### config.mk
export PLATFORM = sky130hd
export DESIGN_NAME = nibble_rx
export DESIGN_NICKNAME = d
export VERILOG_FILES = /design/src/rtl/nibble_rx_pkg.sv /design/src/rtl/sync_fifo.sv /design/src/rtl/nibble_rx.sv
export SDC_FILE = /design/constraint.sdc
export NUM_CORES = 1
export LEC_CHECK = 0
export ABC_AREA = 1
export BUFFER_PORTS_ARGS = -buffer_cell sky130_fd_sc_hd__buf_2
export CORE_MARGIN = 2
export CORE_UTILIZATION = 62
export CTS_CLUSTER_DIAMETER = 80
export CTS_CLUSTER_SIZE = 40
export DETAILED_ROUTE_END_ITERATION = 6
export GPL_ROUTABILITY_DRIVEN = 1
export PLACE_DENSITY = 0.86
export SYNTH_ARGS = -nofsm -noshare
export SYNTH_HDL_FRONTEND = slang
export SYNTH_SLANG_ARGS = --single-unit
### constraint.sdc
create_clock -name clk -period 3.3 [get_ports clk]
set_input_delay 0.165 -clock clk [delete_from_list [all_inputs] [get_ports clk]]
set_output_delay 0.165 -clock clk [all_outputs]
set_load 0.01 [all_outputs]
### src/rtl/nibble_rx_pkg.sv
// Shared types and defaults for the nibble receiver.
// Holds the byte-phase enum, the FIFO depth default and the parity helper.
package nibble_rx_pkg;

    typedef enum logic {
        PH_HI = 1'b0,
        PH_LO = 1'b1
    } phase_t;

    localparam int DEPTH_DEF = 4;

    // True when the 9-bit word {byte, parity} has an odd number of ones.
    function automatic logic parity_odd(input logic [7:0] byte_dat, input logic par);
        return ^{byte_dat, par};
    endfunction

endpackage

### src/rtl/sync_fifo.sv
// Single-clock first-word-fall-through FIFO with occupancy count.
// Latency: a push is visible at dout the cycle after its edge; pop is combinational on the head.
// Backpressure: a push while full is accepted only if a pop happens on the same edge.
module sync_fifo
    import nibble_rx_pkg::*;
#(
    parameter int DEPTH = DEPTH_DEF,
    parameter int W     = 8,
    localparam int AW   = $clog2(DEPTH)
) (
    input  logic          clk,
    input  logic          rst,
    input  logic          push,
    input  logic [W-1:0]  din,
    input  logic          pop,
    output logic [W-1:0]  dout,
    output logic          full,
    output logic          empty,
    output logic [AW:0]   count
);

    logic [W-1:0]  mem [DEPTH];
    logic [AW-1:0] wr_ptr;
    logic [AW-1:0] rd_ptr;
    logic [AW:0]   cnt_q;
    logic          push_ok;
    logic          pop_ok;

    assign full    = (cnt_q == (AW+1)'(DEPTH));
    assign empty   = (cnt_q == '0);
    assign count   = cnt_q;
    assign dout    = mem[rd_ptr];

    // When full, the write slot equals the head slot; overwriting it is safe
    // only because the head leaves on the same edge.
    assign pop_ok  = pop & ~empty;
    assign push_ok = push & (~full | pop_ok);

    always_ff @(posedge clk) begin
        if (push_ok) begin
            mem[wr_ptr] <= din;
        end
    end

    always_ff @(posedge clk) begin
        if (rst) begin
            wr_ptr <= '0;
            rd_ptr <= '0;
            cnt_q  <= '0;
        end else begin
            if (push_ok) begin
                wr_ptr <= wr_ptr + AW'(1);
            end
            if (pop_ok) begin
                rd_ptr <= rd_ptr + AW'(1);
            end
            case ({push_ok, pop_ok})
                2'b10:   cnt_q <= cnt_q + (AW+1)'(1);
                2'b01:   cnt_q <= cnt_q - (AW+1)'(1);
                default: cnt_q <= cnt_q;
            endcase
        end
    end

endmodule

### src/rtl/nibble_rx.sv
// Toggle-strobed nibble receiver assembling bytes into a FWFT FIFO; RX_PARITY_EN adds even-parity check.
// Latency: byte pushed on the low-nibble edge, visible on dout/dout_vld the next cycle.
// Backpressure: none upstream; bytes arriving to a full FIFO without a same-edge pop are dropped and flag ovf.
module nibble_rx
    import nibble_rx_pkg::*;
#(
    parameter int DEPTH = DEPTH_DEF
) (
    input  logic       clk,
    input  logic       rst,
    input  logic       en,
    input  logic [3:0] nib_in,
    input  logic       nib_stb,
    input  logic       par_in,
    input  logic       rd,
    output logic [7:0] dout,
    output logic       dout_vld,
    output logic       ovf,
    output logic       perr
);

    localparam int AW = $clog2(DEPTH);

    phase_t      ph_q;
    phase_t      ph_d;
    logic [3:0]  hi_q;
    logic [3:0]  hi_d;
    logic        stb_q;
    logic        tog;
    logic        push_req;
    logic [7:0]  byte_dat;
    logic        ovf_q;
    logic        fifo_full;
    logic        fifo_empty;
    logic [7:0]  fifo_head;
    logic [AW:0] unused_count;

    assign tog      = nib_stb ^ stb_q;
    assign byte_dat = {hi_q, nib_in};

`ifdef RX_PARITY_EN
    logic perr_q;
    logic perr_set;
    logic par_bad;

    assign par_bad = parity_odd(byte_dat, par_in);
`else
    logic unused_par;

    assign unused_par = par_in;
`endif

    always_ff @(posedge clk) begin
        if (rst) begin
            ph_q  <= PH_HI;
            hi_q  <= 4'h0;
            stb_q <= nib_stb;
        end else begin
            ph_q  <= ph_d;
            hi_q  <= hi_d;
            stb_q <= nib_stb;
        end
    end

    // Dropping en snaps back to the high-nibble phase so a partial byte is lost.
    always_comb begin
        ph_d     = ph_q;
        hi_d     = hi_q;
        push_req = 1'b0;
`ifdef RX_PARITY_EN
        perr_set = 1'b0;
`endif
        if (!en) begin
            ph_d = PH_HI;
        end else if (tog) begin
            case (ph_q)
                PH_HI: begin
                    hi_d = nib_in;
                    ph_d = PH_LO;
                end
                PH_LO: begin
                    ph_d = PH_HI;
`ifdef RX_PARITY_EN
                    if (par_bad) begin
                        perr_set = 1'b1;
                    end else begin
                        push_req = 1'b1;
                    end
`else
                    push_req = 1'b1;
`endif
                end
                default: ph_d = PH_HI;
            endcase
        end
    end

    sync_fifo #(
        .DEPTH (DEPTH),
        .W     (8)
    ) u_fifo (
        .clk   (clk),
        .rst   (rst),
        .push  (push_req),
        .din   (byte_dat),
        .pop   (rd),
        .dout  (fifo_head),
        .full  (fifo_full),
        .empty (fifo_empty),
        .count (unused_count)
    );

    always_ff @(posedge clk) begin
        if (rst) begin
            ovf_q <= 1'b0;
        end else if (push_req && fifo_full && !rd) begin
            ovf_q <= 1'b1;
        end
    end

`ifdef RX_PARITY_EN
    always_ff @(posedge clk) begin
        if (rst) begin
            perr_q <= 1'b0;
        end else if (perr_set) begin
            perr_q <= 1'b1;
        end
    end

    assign perr = perr_q;
`else
    assign perr = 1'b0;
`endif

    assign dout_vld = ~fifo_empty;
    assign dout     = dout_vld ? fifo_head : 8'h00;
    assign ovf      = ovf_q;

endmodule

==> summary.txt, run 1 <==
Finish
  – Antenna fix cells: 0
  – Commonest non-fill, non-tap cell in the layout: nor2_1
  – Nets: around 240
  – Most frequent cells in the layout: 52 x nor2_1, 32 x edfxtp_1, 27 x inv_1
  – Area Growth Syn to Fin: 9.41%
  – Layout cells sized above 1: approximately 14%

Drt
  – Drt wl/cell: 12.6 microns
  – Vias: 1359
  – TritonRoute pass-1 iters: 4
  – Drc violations: 0
  – Initial drt markers: 37
  – Antenna Violating Nets Remaining: 0
  – Vias per cell: 4.98
  – Post-Route WL: 3440 microns

Clock tree
  – Hold bufs inserted after CTS: 2
  – Postcts setup bufs: 0
  – Clk pin slew, worst setup/hold paths: 0.13 ns
  – Num CTS Buffers: 5
  – Clk Latency, worst-skew pair: around 0.35 ns
  – CTS Sinks: 48
  – CTS Buffer Depth: 2
  – CTS-repair resized insts: 0
  – H-tree levels: 2
  – CTS tree: built
  – CTS Root Cell: clkbuf_4

Timing
  – Final Hold Violating Endpoints: 0
  – Fmax: 511 MHz
  – Final min period: 1.96 ns
  – Worst-Margin Slew: 0.800 ns
  – Fin crit share: 59.3%
  – Final count of negative-setup-slack endpoints: 0
  – Max Slew Vio Count: 0
  – Clock skew: approximately 0.0094 ns
  – Worst hold margin: around 0.047 ns
  – RSZ-0062 raised after global routing: no
  – Slew margin rel.: 46.5%
  – Fin Setup TNS: 0 ns

Floorplanning
  – Die footprint: 3780 sq um
  – Num ports: 21
  – Num rows: 20
  – Initial Utilization: 66.0%
  – Die width: around 60 microns
  – Placeable Area: between 3000 and 4000 sq um
  – DIE HEIGHT: 61.5 microns

Yosys
  – Yosys reg bits: 48
  – Synth Cell Area: about 2000 sq um
  – Synthesized instance count: 207
  – Asr flop ratio synth: 0%
  – Share of the synthesized area in the top cell type: 46.9%
  – Netlist cell types: 24
  – Ys Warns: 0
  – Top FF cell, synth: edfxtp_1
  – Syn_nets: 223
  – Sequential area share after synthesis: 62.6%
  – Synthesized area per cell: 9.89 sq um
  – Largest area contributor in the netlist: edfxtp_1
  – Number of flops mapped to enable cells by yosys: 32
  – Synth area leaders: edfxtp_1 47%, dfxtp_1 16%, nor2_1 9.5%

Setup path
  – Startpoint type of the worst setup path: flip-flop
  – CP max-delay cell: fa_1
  – Critical-path cell list: nor2_1, nand2_1, inv_1, nor2_2, inv_2, ha_1, inv_1, fa_1, nand2_1, nand3_1, o21ai_0, a21oi_1
  – Kind of cell adding the most delay to the critical path: adder cells
  – WP data required: around 3.6 ns
  – Crit Path Max Fanout: 5
  – Arr. time, crit path: 2.22 ns
  – Setup crit end kind: flip-flop
  – Crit Path Class: flip-flop to flip-flop
  – CP max stage delay: 0.38 ns
  – Worst path bufs/invs: 3

Power
  – Sw Share: 28.4%
  – Clk pwr share: 25.7%
  – Leak pwr: 0.921 nW
  – Combinational share of power: 19.7%
  – Pwr dens: 570 nW/um^2
  – Max VDD drop: 0.394 mV
  – Pint: ~0.91 mW
  – Sequential share of power: 54.6%
  – Power after layout: 1.28 mW
  – Switching pwr: 0.363 mW

Placement
  – Detailed Place HPWL: 2370 microns
  – Port Buf Inserts: 18
  – Gp weighted congestion: 0.675

Global route
  – GRT Residual Overflow: 0
  – First-pass GRT wire length: 5260 microns
  – Largest net degree at the start of global routing: 18
  – Vias in the first global route: 1264
  – Tot GR Track Use: 20.4%
  – Initial antenna violation count: 0

Outcome
  – Outcome: completed

Job
  – Number of max-cap violations: 0

Min path
  – Worst Hold Class: input pin to flip-flop
area by class of cell:
class	instances	area [sq um]
timing repair buffer	20	110
inverter	29	111
clock inverter	2	35.0
fill	254	862
tap	44	55.1
clock buffer	6	41.3
multi-input combinational	124	607
sequential	48	1280
through the flow:
stage	worst slack, ns	util [%]	instance area, sq um	std cells
floorplan	1.55	-	2050	207
global placement	1.41	69.1	2140	263
detailed placement	1.37	69.1	2140	263
CTS	1.35	72.2	2240	273
global route	1.16	72.2	2240	273
finish	1.34	72.2	2240	273
logic make-up after synthesis:
family / count (synthesis) / synth area share, %
AOI/OAI and AO/OA: 36 / 8.80
buffers and inverters: 35 / 7.82
other: 1 / 0.183
adders and majority gates: 6 / 4.03
xor gates and xnor gates: 1 / 0.428
DFF: 48 / 62.6
and+or+nand+nor: 80 / 16.2
routing by layer:
layer	wire length, microns	GRT usage (%)	vias to the layer above
met2	1820	40.1	22
met4	72	10.0	0
met5	0	0	-
met1	1450	19.4	618
li1	-	-	710
met3	96	5.04	9
worst register-to-register path, stage by stage, from the launching register on:
cell and delay [ns]:
dfxtp_1 0.33, nor2_1 0.15, nand2_1 0.13, inv_1 0.11
nor2_2 0.06, inv_2 0.09, ha_1 0.18, inv_1 0.07
fa_1 0.38, nand2_1 0.08, nand3_1 0.09, o21ai_0 0.15
a21oi_1 0.05
sequential cells by signal (all words and copies together) (netlist names), named ones only:
name	count
hi_q	4
ovf	1
ph_q	1
stb_q	1
u_fifo.count	3
u_fifo.mem	32
u_fifo.rd_ptr	2
u_fifo.wr_ptr	2
path summary, 6_finish.rpt:
| check | from | endpoint | slack, ns | cells past startpoint |
|---|---|---|---|---|
| min reg2reg | ph_q$_SDFFE_PP0N_ | ph_q$_SDFFE_PP0N_ | 0.51 | 2 |
| min | nib_in[0] | u_fifo.mem[0][0]$_DFFE_PP_ | 0.05 | 1 |
| max reg2reg | u_fifo.count[0]$_SDFFE_PP0P_ | u_fifo.count[2]$_SDFFE_PP0P_ | 1.34 | 12 |
| max | u_fifo.count[0]$_SDFFE_PP0P_ | u_fifo.count[2]$_SDFFE_PP0P_ | 1.34 | 12 |
power groups by stage:
stage          Sequential, mW  Combinational (mW)  Clock, mW
6_report                0.698               0.251      0.328
5_1_grt                 0.703               0.288      0.353
4_1_cts                 0.699               0.255      0.335
3_5_place_dp            0.712               0.250          0
3_3_place_gp            0.711               0.238          0
2_1_floorplan           0.691               0.197          0
cells in the mapped netlist (2+ instances only):
cell type  instances
nor2_1            52
nand2_1           17
dfxtp_1           16
inv_1             27
nand3_1            5
o21ai_0           19
ha_1               5
nand2_2            3
edfxtp_1          32
a21oi_1           16
buf_2              2
(Power assumes the default switching activity.)
==> inputs of run 2 (changes only) <==
CORE_UTILIZATION = 57   (was 62)
PLACE_DENSITY = 0.8   (was 0.86)
clock period = 2.05 ns   (was 3.3 ns; I/O delays follow)
==> summary.txt, run 2 (synthesis results as in run 1) <==
Setup path
  – WP data required: 2.31 ns (-1.25 ns)
  – Crit Path Class: flip-flop to flip-flop
  – Cell repeated most along the worst path: inv_1
  – Startpoint type of the worst setup path: flip-flop
  – Setup crit end kind: flip-flop
  – Crit Path Max Fanout: 5 (unchanged)
  – FF-to-FF path depth: 13 (+1)
  – Worst R2R Setup Slack: 0.14 ns (-1.20 ns)
  – Critical-path cell list: inv_1, nor2_1, nand2_1, inv_1, nor2_2, inv_2, ha_2, inv_1, fa_2, nand2_1, nand3_1, o21ai_1, a21oi_1
  – RR Startpoint: u_fifo.count[2]$_SDFFE_PP0P_
  – Worst path bufs/invs: 4 (+1)
  – CP max-delay cell: dfxtp_1
  – Kind of cell adding the most delay to the critical path: adder cells
  – Arr. time, crit path: 2.17 ns (-0.05 ns)
  – CP max stage delay: 0.34 ns (-0.04 ns)
  – RR Endpoint: u_fifo.count[2]$_SDFFE_PP0P_

Global route
  – M3 GR Usage: 5.99% (+0.94 points)
  – Largest net degree at the start of global routing: 18 (unchanged)
  – Tot GR Track Use: 19.7% (-0.72 points)
  – GRT Residual Overflow: 0 (unchanged)
  – First-pass GRT wire length: 5800 microns (+10%)
  – M2 GR Usage: 34.2% (-5.9 points)
  – GR Util met1: 21.4% (+2.0 points)
  – Vias in the first global route: 1292 (+2.2%)
  – Busiest grt layer: met2
  – Initial antenna violation count: 0 (unchanged)

Placement
  – Detailed Place HPWL: 2370 microns (about the same)
  – Port Buf Inserts: 18 (unchanged)
  – Post-Place Setup Slack: 0.126 ns (-1.24 ns)
  – Placed Area: 2180 sq um (+1.5%)
  – Gp weighted congestion: 0.737 (+9.2%)

Clock tree
  – CTS Buffer Depth: 2 (unchanged)
  – H-tree levels: 2 (unchanged)
  – Num CTS Buffers: 5 (unchanged)
  – Clk Latency, worst-skew pair: 0.36 ns (about the same)
  – CTS Root Cell: clkbuf_4
  – CTS Sinks: 48 (unchanged)
  – Clk pin slew, worst setup/hold paths: 0.13 ns (about the same)
  – CTS tree: built

Floorplanning
  – Initial Utilization: 60.4% (-5.6 points)
  – Die width: 63.9 microns (+4.0%)
  – Num rows: 21 (+5.0%)
  – Die footprint: 4090 sq um (+8.2%)
  – Placeable Area: 3390 sq um (+9.2%)
  – DIE HEIGHT: 63.9 microns (+4.0%)
  – Num ports: 21 (unchanged)

Finish
  – Nets: 254 (+4.1%)
  – Antenna fix cells: 0 (unchanged)
  – Post-route cell area: 2340 sq um (+4.3%)
  – Most frequent cells in the layout: 52 x nor2_1, 32 x edfxtp_1, 27 x inv_1
  – Area Growth Syn to Fin: 14.1%
  – Most flops, register: u_fifo.mem
  – Largest register FFs: 32 (unchanged)
  – Commonest non-fill, non-tap cell in the layout: nor2_1
  – # fillers: 236 (-7.1%)
  – Layout cells sized above 1: 16.7% (+2.8 points)
  – Final core utilization: 69.0% (-3.3 points)

Timing
  – Fin crit share: 93.0% (+34 points)
  – RSZ-0062 raised after global routing: no
  – Max Slew Vio Count: 0 (unchanged)
  – Fin Setup TNS: 0 ns (unchanged)
  – Final min period: 1.91 ns (-0.0501 ns)
  – Setup WS post-layout: 0.144 ns (-1.20 ns)
  – Final count of negative-setup-slack endpoints: 0 (unchanged)
  – Final Hold Violating Endpoints: 0 (unchanged)
  – Clock skew: 0.0113 ns (+0.00196 ns)
  – Fmax: 525 MHz (+2.6%)

Min path
  – Worst hold path stage count: 3 (+2)
  – Hold_sp: rd
  – WHS Endpoint: u_fifo.rd_ptr[0]$_SDFFE_PP0P_
  – Worst Hold Class: input pin to flip-flop

Job
  – Number of max-cap violations: 0 (unchanged)

Drt
  – Vias: 1388 (+2.1%)
  – Initial drt markers: 64 (+73%)
  – Drc violations: 0 (unchanged)
  – Antenna Violating Nets Remaining: 0 (unchanged)
  – Vias per cell: 4.87 (-2.2%)
  – Post-Route WL: 3570 microns (+3.6%)
  – Drt wl/cell: 12.5 microns (-0.76%)
  – TritonRoute pass-1 iters: 4 (unchanged)

Power
  – Max VDD drop: 0.605 mV (+53%)
  – Leak pwr: 0.967 nW (+5.0%)
  – Pwr dens: 886 nW/um^2 (+55%)

Outcome
  – Outcome: completed
[run 2: worst max path at each step]
stage / cells past startpoint / slack (ns) / startpoint / endpoint
2_1_floorplan: 12 / 0.30 / u_fifo.count[0]$_SDFFE_PP0P_ / u_fifo.count[2]$_SDFFE_PP0P_
3_3_place_gp: 12 / 0.20 / u_fifo.count[0]$_SDFFE_PP0P_ / u_fifo.count[2]$_SDFFE_PP0P_
3_5_place_dp: 12 / 0.13 / u_fifo.count[1]$_SDFFE_PP0P_ / u_fifo.count[2]$_SDFFE_PP0P_
4_1_cts: 12 / 0.12 / u_fifo.count[1]$_SDFFE_PP0P_ / u_fifo.count[2]$_SDFFE_PP0P_
5_1_grt: 13 / 0.005 / u_fifo.count[2]$_SDFFE_PP0P_ / u_fifo.count[2]$_SDFFE_PP0P_
6_report: 13 / 0.14 / u_fifo.count[2]$_SDFFE_PP0P_ / u_fifo.count[2]$_SDFFE_PP0P_
[run 2: area by class of cell]
cell class / count / area [sq um] / area share, %
Clock buffer: 6 / 41.3 / 1.77
Clock inverter: 2 / 35.0 / 1.50
Inverter: 29 / 111 / 4.76
Multi-Input combinational cell: 124 / 612 / 26.2
Sequential cell: 48 / 1280 / 54.9
Tap cell: 46 / 57.6 / 2.46
Timing Repair Buffer: 30 / 198 / 8.46
[run 2: routing by layer]
| metal | wire, microns | up-vias |
|---|---|---|
| met5 | 0 | - |
| met4 | 85 | 0 |
| met3 | 165 | 6 |
| met2 | 1820 | 26 |
| met1 | 1490 | 626 |
| li1 | - | 730 |
[run 2: worst min-delay path: cells and delay by family]
| kind | cells | cell delay (ns) |
|---|---|---|
| AOI/OAI and AO/OA | 1 | 0.09 |
| and+or+nand+nor | 1 | 0.13 |
| buffers and inverters | 1 | 0.10 |
[run 2: stage by stage]
stage | hold WS, ns | instances | power, mW
after floorplan | 0.130 | 207 | 1.43
after global placement | 0.233 | 269 | 1.53
after detailed placement | 0.237 | 269 | 1.55
after CTS | 0.103 | 284 | 2.08
after global routing | 0.116 | 285 | 2.18
final | 0.108 | 285 | 2.07
[run 2: repair_timing]
action                                 4_1_cts  5_1_grt
hold buffers                                 7        0
endpoints found under the hold margin       21        0
resized for setup                            0        4
buffers inserted                             0        1
setup endpoints to repair                    0        3
[run 2: power by group]
part           switching [mW]  internal, mW  total, mW
clock network           0.267         0.256      0.523
logic                   0.268         0.156      0.424
registers              0.0516          1.07       1.12
total                   0.587          1.48       2.07
==> inputs of run 3 (changes only) <==
--- a/config.mk
+++ b/config.mk
@@ -15,4 +15,5 @@
 export GPL_ROUTABILITY_DRIVEN = 1
 export PLACE_DENSITY = 0.8
+export SLEW_MARGIN = 10
 export SYNTH_ARGS = -nofsm -noshare
 export SYNTH_HDL_FRONTEND = slang
==> constraint.sdc (replaced) <==
create_clock -name clk -period 2.05 [get_ports clk]
set_input_delay 0.205 -clock clk [delete_from_list [all_inputs] [get_ports clk]]
set_output_delay 0.205 -clock clk [all_outputs]
set_load 0.01 [all_outputs]
==> summary.txt, run 3 (synthesis results as in run 1) <==
Finish
  – Commonest non-fill, non-tap cell in the layout: nor2_1
  – Nets: 250 (-1.6%)
  – Most frequent cells in the layout: 51 x nor2_1, 32 x edfxtp_1, 27 x inv_1
  – Area Growth Syn to Fin: 12.2%
  – Area of all sequential standard cells: 1280 sq um (about the same)
  – Footprint of the multi-input gates: 619 sq um (+1.2%)
  – Most flops, register: u_fifo.mem
  – Largest register FFs: 32 (unchanged)
  – # fillers: 263 (+11%)
  – Antenna fix cells: 0 (unchanged)
  – Layout cells sized above 1: 18.3% (+1.6 points)

Clock tree
  – CTS tree: built
  – CTS Sinks: 48 (unchanged)
  – H-tree levels: 2 (unchanged)
  – Clk Latency, worst-skew pair: 0.35 ns (about the same)
  – CTS Buffer Depth: 2 (unchanged)
  – Num CTS Buffers: 5 (unchanged)
  – CTS Root Cell: clkbuf_4
  – Clk pin slew, worst setup/hold paths: 0.12 ns (about the same)

Placement
  – Gp weighted congestion: 0.787 (+6.9%)
  – Port Buf Inserts: 18 (unchanged)
  – Detailed Place HPWL: 2270 microns (-4.3%)

Timing
  – RSZ-0062 raised after global routing: no
  – Worst hold margin: 0.0440 ns (-0.0636 ns)
  – Fin crit share: 92.7% (-0.33 points)
  – Max Slew Vio Count: 0 (unchanged)
  – Fin Setup TNS: 0 ns (unchanged)
  – Final Hold Violating Endpoints: 0 (unchanged)
  – Fmax: 526 MHz (+0.36%)
  – Clock skew: 0.00513 ns (-0.00621 ns)
  – Final count of negative-setup-slack endpoints: 0 (unchanged)
  – Final min period: 1.90 ns (-0.00677 ns)

Setup path
  – Startpoint type of the worst setup path: input pin
  – Arr. time, crit path: 2.15 ns (-0.02 ns)
  – CP max stage delay: 0.53 ns (+0.19 ns)
  – Critical-path cell list: dlygate4sd3_1, buf_2, inv_1, nand2_2, nand4_1, nor2_2, inv_2, ha_1, inv_1, fa_2, nand2_1, nand3_2, o21ai_1, a21oi_1
  – WP data required: 2.30 ns (about the same)
  – Kind of cell adding the most delay to the critical path: buffers and inverters
  – Crit Path Class: input pin to flip-flop
  – Worst R2R Setup Slack: 0.19 ns (+0.05 ns)
  – Setup crit end kind: flip-flop
  – Worst path bufs/invs: 5 (+1)
  – Cell repeated most along the worst path: inv_1
  – CP max-delay cell: dlygate4sd3_1
  – Crit Path Max Fanout: 5 (unchanged)

Drt
  – Drc violations: 0 (unchanged)
  – Post-Route WL: 3340 microns (-6.5%)
  – Vias: 1377 (-0.79%)
  – Vias per cell: 4.90 (+0.62%)
  – Drt wl/cell: 11.9 microns (-5.2%)
  – Antenna Violating Nets Remaining: 0 (unchanged)
  – Initial drt markers: 44 (-31%)
  – TritonRoute pass-1 iters: 4 (unchanged)

Global route
  – Vias in the first global route: 1347 (+4.3%)
  – Tot GR Track Use: 19.0% (-0.76 points)
  – GRT Residual Overflow: 0 (unchanged)
  – Largest net degree at the start of global routing: 18 (unchanged)
  – Initial antenna violation count: 0 (unchanged)
  – First-pass GRT wire length: 5840 microns (+0.72%)

Power
  – Pwr dens: 898 nW/um^2 (+1.4%)
  – Max VDD drop: 0.630 mV (+4.1%)
  – Leak pwr: 0.955 nW (-1.2%)
  – Power after layout: 2.06 mW (-0.33%)

Job
  – Number of max-cap violations: 0 (unchanged)

Floorplanning
  – Placeable Area: 3390 sq um (unchanged)
  – Die width: 63.9 microns (unchanged)
  – Initial Utilization: 60.4% (unchanged)
  – Num ports: 21 (unchanged)
  – DIE HEIGHT: 63.9 microns (unchanged)
  – Num rows: 21 (unchanged)
  – Die footprint: 4090 sq um (unchanged)

Outcome
  – Outcome: completed

Min path
  – Worst Hold Class: input pin to flip-flop
==> run 3: worst register-to-register path, stage by stage (launching register included) <==
cell and delay [ns]:
dfxtp_1 0.33, inv_1 0.07, nor2_1 0.11, nand2_1 0.10, inv_1 0.10, nor2_2 0.05
inv_2 0.08, ha_1 0.17, inv_1 0.07, fa_2 0.34, nand2_1 0.09, nand3_2 0.08
o21ai_1 0.13, a21oi_1 0.05
==> run 3: layout make-up <==
cell class / count / area share, %
clock buffer: 6 / 1.80
clock inverter: 2 / 1.52
inverter: 29 / 4.84
multi-input combinational: 124 / 26.9
sequential: 48 / 55.7
tap: 46 / 2.50
timing repair buffer: 26 / 6.64
==> run 3: path summary, 6_finish.rpt <==
kind,from,to,cells past startpoint
worst min-delay path,rst,ovf$_SDFFE_PP0P_,2
worst max-delay path,nib_stb,u_fifo.count[2]$_SDFFE_PP0P_,14
worst max register to register,u_fifo.count[2]$_SDFFE_PP0P_,u_fifo.count[2]$_SDFFE_PP0P_,13
worst min register to register,ovf$_SDFFE_PP0P_,ovf$_SDFFE_PP0P_,2
==> run 3: timing repair <==
item                                   CTS  global route
buffers inserted                         0             1
hold buffers                             1             0
resized for setup                        0             5
endpoints found under the hold margin    1             0
setup endpoints to repair                0             1
==> run 3: per-stage QoR <==
stage | setup WS, ns | cells | instance area (sq um) | util (%)
after global placement | 0.174 | 271 | 2190 | 64.7
final | 0.150 | 281 | 2300 | 67.8
after global routing | 0.00138 | 281 | 2300 | 67.8
after CTS | 0.0778 | 280 | 2280 | 67.2
after detailed placement | 0.103 | 271 | 2190 | 64.7
after floorplan | 0.296 | 207 | 2050 | -
==> run 3: where the power goes <==
part           internal, mW  switching, mW
Clock                 0.256          0.262
Sequential             1.07         0.0252
Combinational         0.156          0.294
==> run 3: metal layers <==
| metal | part of all wire [%] | routed length, microns | vias to the layer above | GRT usage [%] |
|---|---|---|---|---|
| li1 | - | - | 722 | - |
| met1 | 43 | 1430 | 624 | 21.2 |
| met2 | 51 | 1690 | 22 | 33.6 |
| met3 | 4.1 | 138 | 9 | 3.87 |
| met4 | 2.2 | 73 | 0 | 10.3 |
| met5 | 0 | 0 | - | 0 |
